### config.mk
export PLATFORM = sky130hd
export DESIGN_NAME = clken_gen
export DESIGN_NICKNAME = d
export VERILOG_FILES = /design/src/rtl/clken_pkg.sv /design/src/rtl/clken_chan.sv /design/src/rtl/clken_gen.sv
export SDC_FILE = /design/constraint.sdc
export NUM_CORES = 1
export LEC_CHECK = 0
export ABC_CLOCK_PERIOD_IN_PS = 3190
export BUFFER_PORTS_ARGS = -buffer_cell sky130_fd_sc_hd__buf_2
export CORE_UTILIZATION = 30
export CTS_BUF_LIST = sky130_fd_sc_hd__clkbuf_16
export CTS_CLUSTER_SIZE = 40
export DETAILED_ROUTE_END_ITERATION = 8
export GPL_ROUTABILITY_DRIVEN = 0
export PLACE_DENSITY = 0.55
export SETUP_SLACK_MARGIN = 0.15
export SLEW_MARGIN = 20
export SYNTH_ARGS = -nofsm -noshare
export SYNTH_HDL_FRONTEND = slang
export SYNTH_SLANG_ARGS = --single-unit
### constraint.sdc
create_clock -name clk25 -period 3.19 [get_ports clk25]
set_clock_uncertainty 0.2 [all_clocks]
set_input_delay 0.1595 -clock clk25 [delete_from_list [all_inputs] [get_ports clk25]]
set_output_delay 0.1595 -clock clk25 [all_outputs]
set_load 0.05 [all_outputs]
### src/rtl/clken_pkg.sv
// Shared types and rate constants for the clock-enable generator.
package clken_pkg;

  // Channel operating mode: integer divider or fractional phase accumulator.
  typedef enum logic {MODE_INT, MODE_NCO} clken_mode_t;

  // Integer-mode load values (N-1) for 1 MHz from 25 MHz.
  localparam int DIV_CPU_1M = 24;
  localparam int DIV_SID_1M = 24;

  // NCO increment for 1.0227 MHz at DIV_W=16: 2681/65536 * 25 MHz.
  localparam int INC_1M0227 = 2681;

endpackage

### src/rtl/clken_chan.sv
// One clock-enable channel: config registers, counter/accumulator and the
// write > sync > halt > count priority chain.
module clken_chan
  import clken_pkg::*;
#(
  parameter int               DIV_W    = 16,
  parameter logic [DIV_W-1:0] RST_VAL  = '0,
  parameter clken_mode_t      RST_MODE = MODE_INT
) (
  input  logic             clk25,
  input  logic             rst_n,
  input  logic             i_wr_hit,
  input  logic             i_wr_mode,
  input  logic [DIV_W-1:0] i_wr_val,
  input  logic             i_sync_clr,
  input  logic             i_halt,
  input  logic             i_step,
  output logic             o_clken,
  output logic [DIV_W-1:0] o_val,
  output logic             o_mode
);

  logic [DIV_W-1:0] r_val;
  clken_mode_t      r_mode;
  logic [DIV_W-1:0] r_cnt;
  logic             r_clken;

  // Accumulator sum one bit wider so the top bit is the NCO carry.
  logic [DIV_W:0]   w_sum;
  logic [DIV_W-1:0] w_cnt_inc;

  assign w_sum     = {1'b0, r_cnt} + {1'b0, r_val};
  assign w_cnt_inc = r_cnt + DIV_W'(1);

  // Config load, phase clear, debug halt/step and normal counting, in priority order.
  always_ff @(posedge clk25 or negedge rst_n) begin
    if (!rst_n) begin
      r_val   <= RST_VAL;
      r_mode  <= RST_MODE;
      r_cnt   <= '0;
      r_clken <= 1'b0;
    end else if (i_wr_hit) begin
      r_val   <= i_wr_val;
      r_mode  <= clken_mode_t'(i_wr_mode);
      r_cnt   <= '0;
      r_clken <= 1'b0;
    end else if (i_sync_clr) begin
      r_cnt   <= '0;
      r_clken <= 1'b0;
    end else if (i_halt) begin
      // Counter frozen; each step cycle yields exactly one pulse.
      r_clken <= i_step;
    end else if (r_mode == MODE_NCO) begin
      r_cnt   <= w_sum[DIV_W-1:0];
      r_clken <= w_sum[DIV_W];
    end else begin
      // Pulse on count zero; counter wraps at val (or naturally if above it).
      r_clken <= (r_cnt == '0);
      r_cnt   <= (r_cnt == r_val) ? '0 : w_cnt_inc;
    end
  end

  assign o_clken = r_clken;
  assign o_val   = r_val;
  assign o_mode  = (r_mode == MODE_NCO);

endmodule

### src/rtl/clken_gen.sv
// Multi-channel clock-enable generator: per-channel instances, write decode
// and readback packing.
module clken_gen
  import clken_pkg::*;
#(
  parameter int                      NUM_CH     = 2,
  parameter int                      DIV_W      = 16,
  parameter logic [NUM_CH*DIV_W-1:0] RESET_VAL  = {16'd24, 16'd6},
  parameter logic [NUM_CH-1:0]       RESET_MODE = 2'b00,
  localparam int                     CH_W       = (NUM_CH > 1) ? $clog2(NUM_CH) : 1
) (
  input  logic                    clk25,
  input  logic                    rst_n,
  input  logic                    wr_en,
  input  logic [CH_W-1:0]         wr_ch,
  input  logic                    wr_mode,
  input  logic [DIV_W-1:0]        wr_val,
  input  logic                    sync_clr,
  input  logic [NUM_CH-1:0]       halt,
  input  logic [NUM_CH-1:0]       step,
  output logic [NUM_CH-1:0]       clken,
  output logic [NUM_CH*DIV_W-1:0] cfg_val,
  output logic [NUM_CH-1:0]       cfg_mode
);

  generate
    for (genvar gi = 0; gi < NUM_CH; gi++) begin : g_chan
      // Out-of-range channel numbers match no instance, so such writes are dropped.
      logic w_wr_hit;
      assign w_wr_hit = wr_en && (int'(wr_ch) == gi);

      clken_chan #(
        .DIV_W    (DIV_W),
        .RST_VAL  (RESET_VAL[gi*DIV_W +: DIV_W]),
        .RST_MODE (clken_mode_t'(RESET_MODE[gi]))
      ) u_chan (
        .clk25      (clk25),
        .rst_n      (rst_n),
        .i_wr_hit   (w_wr_hit),
        .i_wr_mode  (wr_mode),
        .i_wr_val   (wr_val),
        .i_sync_clr (sync_clr),
        .i_halt     (halt[gi]),
        .i_step     (step[gi]),
        .o_clken    (clken[gi]),
        .o_val      (cfg_val[gi*DIV_W +: DIV_W]),
        .o_mode     (cfg_mode[gi])
      );
    end
  endgenerate

endmodule

==> impl_results.md, run 1 <==
* Area fraction in compound gates after synthesis at 21.9%
* Reg2reg end: g_chan[1].u_chan.r_cnt[11]
* Remaining DRCs at 0
* GRT overflow at 0
* Worst hold stages at 3
* Fin cells at around 860
* Largest family of logic cells by synthesized area: compound AO/OA/AOI/OAI gates
* Routed Antenna Nets at 0
* Crit. End Element: flip-flop
* Hold EP: g_chan[0].u_chan.o_clken
* Worst-skew pair later-pin latency at 0.35 ns
* Slew @ Worst Pin at 0.863 ns
* Die W at between 100 and 150 µm
* CTS Buf Count at 9
* Slew headroom at 42.5%
* Leakage at 2.69 nW
* Ys Warns at 0
* Crit Path Category: reg -> reg
* Commonest non-fill, non-tap cell in the layout: dfrtp_1
* Worst min path class: in -> reg
* WL/cell at 17.6 µm
* Vias after detailed routing at 4627
* Reg2Reg Setup Slack at a little under 0.4 ns
* Initial antenna violation count at 0
* GRT Total Usage at between 10% and 20%
* Sink Count at 68
* Status: finished, final reports clean
* Htree depth at 3
* Predominant post-synthesis flop cell: dfrtp_1
* Post-synthesis mux area share at 7.66%
* Pin count of the biggest net entering global routing at 36
* Share of cells above drive strength 1 at 22.4%
* Area of the multi-input gates at 0.00320 mm²
* Setup_tns at 0 ns
* Endpoints failing hold at 0
* Critical Path RT at roughly 3.2 ns
* Core box area at between 0.015 and 0.02 mm²
* Die Ht at 133 µm
* Maximum clock path buffer count at 2
* Critical Path AT at 2.82 ns
* Clock Tree Root: clkbuf_16
* Post-synth cell types at 73
* Area Growth Syn to Fin at 20.0%
* Final min period at approximately 2.8 ns
* Worst hold start: step[0]
* RR Startpoint: g_chan[1].u_chan.r_cnt[9]
* Post-synth EDFFs at 0
* Reg area at between 0.0015 and 0.002 mm²
* Critical Path Source Type: flip-flop
* # setup viols final at 0
* DIE AREA at 0.0176 mm²
* RSZ-0062 raised after global routing: no
* Syn_nets at 628
* Post-Syn Area at ~0.0051 mm²
* Adder and majority gate portion of the synthesized area at 9.59%
* Dpl hpwl at about 11 mm
* Clk slew on worst S/H paths at approximately 0.060 ns
* Maximum clock rate at 0.357 GHz
* Asr flop ratio synth at 100%
* First-pass GRT wire length at 24.6 mm
* Max-cap violations at 0
* CTS tree: built
* Seq/Total Area, Yosys at 33.4%
* Vias/cell at 5.37
* Pins Over Slew Limit at 0
* IO Port Bufs at 61
* Routed WL at 15.2 mm
* Mean post-synth cell area at 9.06 µm²
* Vias in the first global route at 4664
* CP max FO at 9
* DR pass1 iterations at 4
* Yosys reg bits at 68
* Worst vdd ir at 0.319 mV
* Most frequent cells in the layout: dfrtp_1 (64), buf_2 (61), nor2_1 (45)
* Boundary Pins at 62
* Layout net count at 701
* Gate Count Post-Synth at 564
* Fin crit share at 87.9%
* Fillers at 1735
* Xor/xnor cell area share of the yosys netlist at 3.77%
* Synth Area in Simple Gates at 19.4%
* P per Cell Area at 559 mW/mm²
* Worst r2r path cells at 9
* Inst Count DP at 827
* Ant diodes at 0
* Row count at 47
* Total Power at 3.43 mW
* First DRT Iteration DRCs at 428
* Initial Util at between 30% and 40%
==> flip-flops by register name, indices dropped and copies added, names as in the netlist <==
signal and flops:
g_chan.u_chan.o_mode 2, g_chan.u_chan.r_cnt 32, g_chan.u_chan.o_clken 2, g_chan.u_chan.o_val 32
==> per-layer routing <==
layer | part of all wire, % | track usage (%)
met1 | 50 | 25.6
met2 | 43 | 26.1
met3 | 4.8 | 3.33
met4 | 2.5 | 7.22
met5 | 0 | 0
==> synthesized netlist by cell type, types with 12 or more instances <==
cell type	number	area share (%)
ha_1	36	8.8
nor4_1	16	2.0
xnor2_1	13	2.2
o21ai_0	33	3.2
a21o_1	12	1.8
inv_1	23	1.7
dfrtp_1	64	31
mux2_2	33	7.3
nor2_1	45	3.3
nand3_1	19	1.9
nand2_1	40	2.9
a21oi_1	40	3.9
==> power breakdown <==
part           switching [mW]  internal, mW
clock                   0.403         0.680
sequential              0.137         0.970
combinational           0.793         0.448
total                    1.33          2.10
==> metrics by stage <==
stage          util (%)  setup WS [ns]  instance area (µm²)  hold WS, ns
3_5_place_dp       33.9          0.409                 5620        0.124
4_1_cts            37.0          0.401                 6130      0.00218
6_report           37.0          0.388                 6140      0.00990
2_1_floorplan         -          0.482                 5110       -0.336
5_1_grt            37.0          0.206                 6140       0.0557
3_3_place_gp       33.9          0.460                 5620        0.113
==> critical path, cell delays in order (launching register included) <==
cell and delay [ns]:
dfrtp_1 0.49, ha_1 0.39, nor4_1 0.43, nand4_1 0.25, nand2_1 0.26, buf_4 0.20, a31oi_1 0.04, o21ai_0 0.16
o31a_1 0.18, o22ai_1 0.08
==> layout make-up <==
cell class / instances / area share, %
clock buffers: 9 / 3.67
clock inverters: 7 / 1.49
inverters: 24 / 1.47
multi-input cells: 448 / 52.1
flip-flops and latches: 68 / 27.8
well taps: 220 / 4.49
repair buffers: 86 / 9.01
==> timing repair <==
action	in CTS	in global routing
hold endpoints to repair	64	0
resized for setup	0	1
setup endpoints to repair	0	2
setup buffers	0	0
hold buffers	19	0
==> kinds of logic (layout without fill, tap and decap cells) <==
family,Yosys count,after routing
flops,68,68
mux,35,35
simple gates,189,189
xor+xnor,22,22
fa+ha+maj,38,38
compound gates,164,164
buf+inv,48,126
==> worst max path at each step <==
stage                                    start                          to  cells after the start
CTS                  g_chan[1].u_chan.r_cnt[0]  g_chan[1].u_chan.r_cnt[14]                     11
global placement     g_chan[1].u_chan.r_cnt[0]  g_chan[1].u_chan.r_cnt[14]                     11
global route         g_chan[1].u_chan.r_cnt[0]  g_chan[1].u_chan.r_cnt[14]                     11
detailed placement  g_chan[1].u_chan.r_cnt[14]   g_chan[1].u_chan.r_cnt[6]                      9
finish               g_chan[1].u_chan.r_cnt[9]  g_chan[1].u_chan.r_cnt[11]                      9
floorplan            g_chan[1].u_chan.o_val[0]  g_chan[1].u_chan.r_cnt[14]                     11
Power figures use the tool's default switching activity.
==> run 2, diff against run 1 <==
ABC_CLOCK_PERIOD_IN_PS = 2900   (was 3190)
clock period = 2.9 ns   (was 3.19 ns; I/O delays follow)
==> impl_results.md, run 2 (same netlist as run 1, synthesis figures left out) <==
* Commonest non-fill, non-tap cell in the layout: dfrtp_1 (unchanged)
* Routed WL at 15.5 mm (was 15.2 mm)
* Clk slew on worst S/H paths at 0.06 ns (about the same)
* Worst vdd ir at 0.360 mV (was 0.319 mV)
* WL/cell at 17.5 µm (was 17.6 µm)
* Vias in the first global route at 4612 (was 4664)
* Slew headroom at 56.6% (was 42.5%)
* Initial Util at 30.8% (unchanged)
* Slew @ Worst Pin at 0.651 ns (was 0.863 ns)
* Clk network pwr share at 28.7% (was 31.6%)
* Inst Count DP at 841 (was 827)
* Vias/cell at 5.39 (was 5.37)
* Pins Over Slew Limit at 0 (unchanged)
* Boundary Pins at 62 (unchanged)
* Worst hold start: sync_clr (was step[0])
* Critical Path Source Type: flip-flop (unchanged)
* Final worst setup slack at 0.202 ns (was 0.388 ns)
* Sink Count at 68 (unchanged)
* Hold EP: g_chan[0].u_chan.r_cnt[14] (was g_chan[0].u_chan.o_clken)
* GRT overflow at 0 (unchanged)
* Crit Path Category: reg -> reg (unchanged)
* Place WS at 0.196 ns (was 0.409 ns)
* Reg2reg end: g_chan[0].u_chan.r_cnt[14] (was g_chan[1].u_chan.r_cnt[11])
* DIE AREA at 0.0176 mm² (unchanged)
* Area Growth Syn to Fin at 23.8% (was 20.0%)
* CTS tree: built (unchanged)
* Maximum clock path buffer count at 2 (unchanged)
* CTS Buf Count at 9 (unchanged)
* RR Startpoint: g_chan[0].u_chan.r_cnt[0] (was g_chan[1].u_chan.r_cnt[9])
* Status: finished, final reports clean (unchanged)
* Setup_tns at 0 ns (unchanged)
* Clock Tree Root: clkbuf_16 (unchanged)
* DR pass1 iterations at 5 (was 4)
* Cell Int Power at 2.25 mW (was 2.10 mW)
* Critical Path AT at 2.73 ns (was 2.82 ns)
* RSZ-0062 raised after global routing: yes (was no)
* Fin cells at 883 (was 862)
* Net Sw Frac at 39.5% (was 38.9%)
* Row count at 47 (unchanged)
* Worst-skew pair later-pin latency at 0.34 ns (was 0.35 ns)
* Vias after detailed routing at 4763 (was 4627)
* Remaining DRCs at 0 (unchanged)
* Gate power share at 39.1% (was 36.2%)
* First DRT Iteration DRCs at 471 (was 428)
* Die W at 133 µm (unchanged)
* Worst hold stages at 3 (unchanged)
* Final min period at 2.70 ns (was 2.80 ns)
* Maximum clock rate at 0.371 GHz (was 0.357 GHz)
* Psw at 1.47 mW (was 1.33 mW)
* Reg2Reg Setup Slack at 0.20 ns (was 0.39 ns)
* Htree depth at 3 (unchanged)
* Fin crit share at 93.0% (was 87.9%)
* Critical Path RT at 2.94 ns (was 3.21 ns)
* Share of cells above drive strength 1 at 26.1% (was 22.4%)
* P per Cell Area at 588 mW/mm² (was 559 mW/mm²)
* Most frequent cells in the layout: dfrtp_1 (62), buf_2 (61), nor2_1 (45) (was dfrtp_1 (64), buf_2 (61), nor2_1 (45))
* Crit. End Element: flip-flop (unchanged)
* Die Ht at 133 µm (unchanged)
* First-pass GRT wire length at 24.9 mm (was 24.6 mm)
* Pin count of the biggest net entering global routing at 69 (was 36)
* Leakage at 2.82 nW (was 2.69 nW)
* Endpoints failing hold at 0 (unchanged)
* Worst min path class: in -> reg (unchanged)
* Worst r2r path cells at 10 (was 9)
* Dpl hpwl at 11.6 mm (was 11.4 mm)
* Max-cap violations at 0 (unchanged)
* Ant diodes at 0 (unchanged)
* # setup viols final at 0 (unchanged)
* Routed Antenna Nets at 0 (unchanged)
* Initial antenna violation count at 1 (was 0)
* IO Port Bufs at 61 (unchanged)
* Layout net count at 722 (was 701)
* Core box area at 0.0166 mm² (unchanged)
* GRT Total Usage at 18.2% (was 17.8%)
* Seq pwr share at 32.3% (about the same)
* CP max FO at 5 (was 9)
==> run 2: power by group through the flow <==
stage / Sequential, mW / Clock [mW] / Combinational, mW
finish: 1.20 / 1.07 / 1.45
global route: 1.22 / 1.14 / 1.58
CTS: 1.20 / 1.10 / 1.41
detailed placement: 1.22 / 0 / 1.38
global placement: 1.21 / 0 / 1.37
floorplan: 1.41 / 0 / 0.801
==> run 2: final cells by class <==
class	instances	area [µm²]
multi-input combinational	448	3260
inverter	24	90.1
timing repair buffer	107	713
tap	220	275
sequential	68	1710
clock buffer	9	225
fill	1707	10300
clock inverter	7	53.8
==> run 2: per-layer routing <==
layer,GRT usage [%],wire (µm),up-vias
li1,-,-,2281
met3,4.29,957,15
met2,27.8,6890,170
met5,0,10,-
met1,25.5,7420,2295
met4,4.92,185,2
==> run 2: worst max-delay path by stage <==
stage,to,start
floorplan,g_chan[1].u_chan.r_cnt[14],g_chan[1].u_chan.o_val[0]
global placement,g_chan[1].u_chan.r_cnt[15],g_chan[1].u_chan.o_val[3]
detailed placement,g_chan[0].u_chan.r_cnt[14],g_chan[0].u_chan.r_cnt[0]
CTS,g_chan[0].u_chan.r_cnt[14],g_chan[0].u_chan.r_cnt[0]
global route,g_chan[0].u_chan.r_cnt[5],g_chan[0].u_chan.o_val[2]
finish,g_chan[0].u_chan.r_cnt[14],g_chan[0].u_chan.r_cnt[0]
==> run 2: stage by stage <==
step	hold WS (ns)	util [%]	power (mW)	area [µm²]
finish	0.0297	38.2	3.72	6330
floorplan	-0.351	-	2.21	5110
global route	0.0230	38.2	3.94	6330
CTS	0.0103	37.4	3.71	6210
detailed placement	0.00680	34.5	2.60	5730
global placement	0.00299	34.5	2.58	5730
==> run 2: worst max-delay path: stages (launching register included) <==
cell and delay, ns:
dfrtp_1 0.43, ha_1 0.22, inv_1 0.07, fa_1 0.26, nor2b_4 0.06, o21ai_4 0.13, a21oi_2 0.10, o311ai_4 0.36
a21oi_2 0.12, or4_1 0.43, and4_1 0.20
==> run 2: timing repair <==
action                     in CTS  in global routing
resized for setup               0                 16
hold buffers                   20                  0
setup buffers                   0                  6
hold endpoints to repair      104                  0
setup endpoints to repair       0                 29
